`config.mk`:
```
export PLATFORM = sky130hd
export DESIGN_NAME = wombat_command_issuer
export DESIGN_NICKNAME = d
export VERILOG_FILES = /design/src/rtl/wombat_command_issuer.sv
export SDC_FILE = /design/constraint.sdc
export NUM_CORES = 1
export LEC_CHECK = 0
export BUFFER_PORTS_ARGS = -buffer_cell sky130_fd_sc_hd__buf_2
export CORE_ASPECT_RATIO = 1.2
export CORE_UTILIZATION = 56
export CTS_CLUSTER_SIZE = 8
export DETAILED_ROUTE_END_ITERATION = 10
export MAX_ROUTING_LAYER = met4
export PLACE_DENSITY_LB_ADDON = 0.12
export SLEW_MARGIN = 20
export SYNTH_ARGS = -nofsm -noshare
export SYNTH_HDL_FRONTEND = slang
export SYNTH_SLANG_ARGS = --single-unit
```
`constraint.sdc`:
```
create_clock -name clk -period 2.5 [get_ports clk]
set_input_delay 0 -clock clk [delete_from_list [all_inputs] [get_ports clk]]
set_output_delay 0 -clock clk [all_outputs]
set_load 0.01 [all_outputs]
```
`src/rtl/wombat_command_issuer.sv`:
```
// rtl/wombat_command_issuer.sv - host-side request-to-frame issuer for the wombat register protocol
module wombat_command_issuer #(
    parameter int                    WORD_WIDTH     = 8,
    parameter int                    REG_WIDTH      = 4,
    parameter bit                    LITTLE_ENDIAN  = 1'b0,
    parameter int                    TIMEOUT_CYCLES = 1_000_000,
    parameter logic [WORD_WIDTH-1:0] OP_WRITE       = 8'h57,
    parameter logic [WORD_WIDTH-1:0] OP_READ        = 8'h52
) (
    input  logic                             clk,
    input  logic                             i_reset,
    input  logic                             i_cmd_valid,
    output logic                             o_cmd_ready,
    input  logic                             i_cmd_write,
    input  logic [WORD_WIDTH-1:0]            i_cmd_addr,
    input  logic [WORD_WIDTH*REG_WIDTH-1:0]  i_cmd_value,
    output logic [WORD_WIDTH-1:0]            o_tx_data,
    output logic                             o_tx_valid,
    input  logic                             i_tx_ready,
    input  logic [WORD_WIDTH-1:0]            i_rx_data,
    input  logic                             i_rx_valid,
    output logic                             o_wr_done,
    output logic                             o_rsp_valid,
    output logic [WORD_WIDTH*REG_WIDTH-1:0]  o_rsp_value,
    output logic                             o_rsp_error
);
    localparam int VW = WORD_WIDTH * REG_WIDTH;
    localparam int IW = (REG_WIDTH > 1) ? $clog2(REG_WIDTH) : 1;
    localparam int TW = $clog2(TIMEOUT_CYCLES);
    localparam logic [IW-1:0] LAST  = IW'(REG_WIDTH - 1);
    localparam logic [TW-1:0] TLAST = TW'(TIMEOUT_CYCLES - 1);

    typedef enum logic [2:0] {IDLE, SEND_OP, SEND_ADDR, SEND_DATA, WAIT_RSP} state_t;

    state_t                state, state_next;
    logic                  is_write;
    logic [WORD_WIDTH-1:0] addr;
    logic [VW-1:0]         value;
    logic [IW-1:0]         idx;
    logic [IW-1:0]         widx;
    logic [TW-1:0]         tcnt;
    logic [VW-1:0]         shadow, shadow_next;
    logic                  wr_done, rsp_valid, rsp_error;
    logic [VW-1:0]         rsp_value;

    // Word position of the k-th byte on the wire, shared by send and receive paths.
    assign widx = LITTLE_ENDIAN ? idx : LAST - idx;

    always_comb begin
        shadow_next = shadow;
        shadow_next[widx*WORD_WIDTH +: WORD_WIDTH] = i_rx_data;
    end

    always_comb begin
        state_next  = state;
        o_cmd_ready = 1'b0;
        o_tx_valid  = 1'b0;
        o_tx_data   = '0;
        case (state)
            IDLE: begin
                o_cmd_ready = 1'b1;
                if (i_cmd_valid) state_next = SEND_OP;
            end
            SEND_OP: begin
                o_tx_valid = 1'b1;
                o_tx_data  = is_write ? OP_WRITE : OP_READ;
                if (i_tx_ready) state_next = SEND_ADDR;
            end
            SEND_ADDR: begin
                o_tx_valid = 1'b1;
                o_tx_data  = addr;
                if (i_tx_ready) state_next = is_write ? SEND_DATA : WAIT_RSP;
            end
            SEND_DATA: begin
                o_tx_valid = 1'b1;
                o_tx_data  = value[widx*WORD_WIDTH +: WORD_WIDTH];
                if (i_tx_ready && idx == LAST) state_next = IDLE;
            end
            WAIT_RSP: begin
                if (i_rx_valid) begin
                    if (idx == LAST) state_next = IDLE;
                end else if (tcnt == TLAST) begin
                    state_next = IDLE;
                end
            end
            default: state_next = IDLE;
        endcase
    end

    always_ff @(posedge clk) begin
        if (i_reset) begin
            state     <= IDLE;
            is_write  <= 1'b0;
            addr      <= '0;
            value     <= '0;
            idx       <= '0;
            tcnt      <= '0;
            shadow    <= '0;
            wr_done   <= 1'b0;
            rsp_valid <= 1'b0;
            rsp_error <= 1'b0;
            rsp_value <= '0;
        end else begin
            state     <= state_next;
            wr_done   <= 1'b0;
            rsp_valid <= 1'b0;
            rsp_error <= 1'b0;
            case (state)
                IDLE: begin
                    if (i_cmd_valid) begin
                        is_write <= i_cmd_write;
                        addr     <= i_cmd_addr;
                        value    <= i_cmd_value;
                        idx      <= '0;
                        tcnt     <= '0;
                        shadow   <= '0;
                    end
                end
                SEND_DATA: begin
                    if (i_tx_ready) begin
                        idx <= idx + 1'b1;
                        if (idx == LAST) wr_done <= 1'b1;
                    end
                end
                WAIT_RSP: begin
                    // A byte on the expiry cycle still counts, so it is tested first.
                    if (i_rx_valid) begin
                        shadow <= shadow_next;
                        tcnt   <= '0;
                        idx    <= idx + 1'b1;
                        if (idx == LAST) begin
                            rsp_valid <= 1'b1;
                            rsp_value <= shadow_next;
                        end
                    end else if (tcnt == TLAST) begin
                        rsp_valid <= 1'b1;
                        rsp_error <= 1'b1;
                        rsp_value <= '0;
                    end else begin
                        tcnt <= tcnt + 1'b1;
                    end
                end
                default: ;
            endcase
        end
    end

    assign o_wr_done   = wr_done;
    assign o_rsp_valid = rsp_valid;
    assign o_rsp_error = rsp_error;
    assign o_rsp_value = rsp_value;
endmodule

```
==> summary.md <==
| Metric | Value |
|---|---|
| Commonest non-fill, non-tap cells in the layout | `dfxtp_1, nand2_1, buf_2, a21oi_1, nor2b_1` |
| DRC | `0` |
| CTS tree | `yes` |
| Post-CTS Setup Bufs | `0` |
| Post-Syn Area | `0.00586 mm^2` |
| CTS clk-pin slew, worst paths | `0.05 ns` |
| Syn Area/Cell | `8.84 um^2` |
| Met3 Use GR | `0.0691` |
| Synthesized instance count | `663` |
| Syn Nets | `723` |
| Worst IR Drop VDD | `522 uV` |
| Worst Path Required | `2.84 ns` |
| GRT overflow | `0` |
| Core area | `0.0101 mm^2` |
| Setup TNS Final | `0 ns` |
| Routed wire length per instance | `16.7 um` |
| Relative max-transition margin | `0.399` |
| Post-synth top area cell | `dfxtp_1` |
| Post-synth ARST share | `0` |
| Leakage power | `2.89 nW` |
| Clock Skew | `0.00837 ns` |
| Boundary Pins | `99` |
| CTS sink cnt | `133` |
| Clock root buffer | `clkbuf_16` |
| Number of global-route vias before repair | `5310` |
| Pre-antenna DRT Iters | `7` |
| PortBufs | `98` |
| First-pass GRT wire length | `25400 um` |
| Synth area leaders | `dfxtp_1, o2bb2ai_1, a21oi_1, nor2b_1, nand2_1` |
| Largest net degree at the start of global routing | `51` |
| Vias per inst | `5.93` |
| Met1 usage | `0.370` |
| Cts bufs inserted | `17` |
| Final hold vios | `0` |
| Row cnt | `40` |
| Placer Congestion | `0.929` |
| Total die area | `0.0109 mm^2` |
| Layout cells sized above 1 | `0.196` |
| GR Util All Layers | `0.309` |
| EDFF count, synth | `0` |
| Area growth syn-to-layout | `28.2%` |
| Post-DP HPWL | `9550 um` |
| Final core occ | `0.743` |
| Min-delay worst type | `primary input to register` |
| Final period utilization | `0.901` |
| Minimum clock period | `2.25 ns` |
| Power Dens Cells | `706 mW/mm^2` |
| CP startpoint kind | `register` |
| Synth top area share | `0.454` |
| Worst-margin pin slew | `0.895 ns` |
| RSZ-0062 raised after global routing | `false` |
| Netlist cell types | `51` |
| Top FF cell, synth | `dfxtp_1` |
| Initial antenna violation count | `0` |
| Max Freq | `0.444 GHz` |
| Die Span Y | `114 um` |
| WS Path Type | `register to register` |
| Crit path capture type | `register` |
| Slew Limit Fails | `0` |
| CP Data Arrival Time | `2.59 ns` |
| CTS Buffer Depth | `2` |
| Worst-path fanout max | `8` |
| Final net count | `861` |
| H-tree depth | `4` |
| Outcome | `finished clean` |
| PostCTS Resize Cnt | `0` |
| Worst-skew pair later-pin latency | `0.41 ns` |
| Die Width | `95.4 um` |
| Detail Route Antenna Nets | `0` |
| Max Cap Viol | `0` |
| Initial Util | `0.580` |
| Most common cell after layout, fill and taps aside | `dfxtp_1` |
| Setup violators final | `0` |
| GR Layer Usage met2 | `0.513` |
| Most Crowded Layer GR | `met2` |
| Initial drt markers | `477` |
| Min Hold Slack | `0.0132 ns` |
| DRT Wirelength | `15700 um` |
| Ant diodes | `0` |
| Vias after detailed routing | `5571` |
| Sequential share of the synthesized area | `0.454` |
| Yosys reg bits | `133` |
| Ys Warns | `0` |
## layout make-up
cell class	instances	area, um^2
Clock buffer	23	448
Clock inverter	8	103
Fill cell	725	2600
Inverter	8	30.0
Multi-Input combinational cell	478	3000
Sequential cell	133	2660
Tap cell	126	158
Timing Repair Buffer	163	1110
## worst max-delay path, stage by stage (launching register included)
cell and delay (ns):
dfxtp_1 0.39, inv_1 0.09, ha_1 0.39, nand2_1 0.07
nor3_1 0.69, a21oi_1 0.21, o2bb2ai_1 0.20, nor2b_1 0.14
## logic make-up after synthesis
family / synth area share
AO/OA/AOI/OAI: 0.217
AND/OR/NAND/NOR: 0.230
buffers and inverters: 0.0365
XOR/XNOR: 0.0120
multiplexers: 0.0376
adder cells (fa/ha/maj): 0.0128
flip-flops: 0.454
## timing repair
action                                  in CTS  in global routing
endpoints found under the setup margin       0                  0
hold buffers                                49                  0
endpoints found under the hold margin       53                  0
## Yosys cell counts (2+ instances only)
cell       number
a2bb2oi_1       2
nor2_1         31
xnor2_1         6
or4_1           5
buf_2           9
xor2_1          2
or3_1           5
o2bb2ai_1      64
mux4_2          8
o211ai_1        4
nor4b_2         3
and3_1          4
nor2b_1        66
nor3_1          7
nor4_1          6
buf_1           4
nand2_1       102
o31ai_1         4
nand4_1         9
o21ai_0         9
dfxtp_1       133
a21oi_1        93
nand3_1         8
or2_2           2
nand2b_1        5
ha_1            6
o21a_1          3
inv_1           8
mux2i_1         4
clkbuf_1       30
## report_power, final
group	internal, mW	switching, mW	leakage, nW
Clock	1.46	0.888	0.262
Combinational	0.282	0.407	1.55
Sequential	2.20	0.0666	1.08
Total	3.94	1.36	2.89
## through the flow
step	setup WS [ns]	instance area (um^2)	total power, mW	cells
2_1_floorplan	0.256	5860	2.71	663
3_3_place_gp	0.345	6470	2.91	859
3_5_place_dp	0.231	6470	2.92	859
4_1_cts	0.277	7510	5.31	939
5_1_grt	0.0534	7510	5.49	939
6_report	0.246	7510	5.31	939
## sequential cells by signal, indices dropped and copies added, names as in the netlist, 2 cells and up
register and count:
tcnt 20, o_rsp_value 32, addr 8, idx 2, shadow 32, value 32
state 3
## layer usage
| metal | wire length, um | part of all wire |
|---|---|---|
| met1 | 6440 | 0.41 |
| met2 | 7940 | 0.51 |
| met3 | 1000 | 0.064 |
| met4 | 282 | 0.018 |
| met5 | 0 | 0 |
## worst paths after layout
| kind | start | end | slack (ns) | cells after the start |
|---|---|---|---|---|
| max reg2reg | idx[1] | shadow[14] | 0.25 | 7 |
| min reg2reg | value[23] | value[23] | 0.45 | 2 |
| min | i_rx_valid | tcnt[5] | 0.01 | 4 |
| max | idx[1] | shadow[14] | 0.25 | 7 |
No activity file was read; power rests on OpenSTA's default activity.
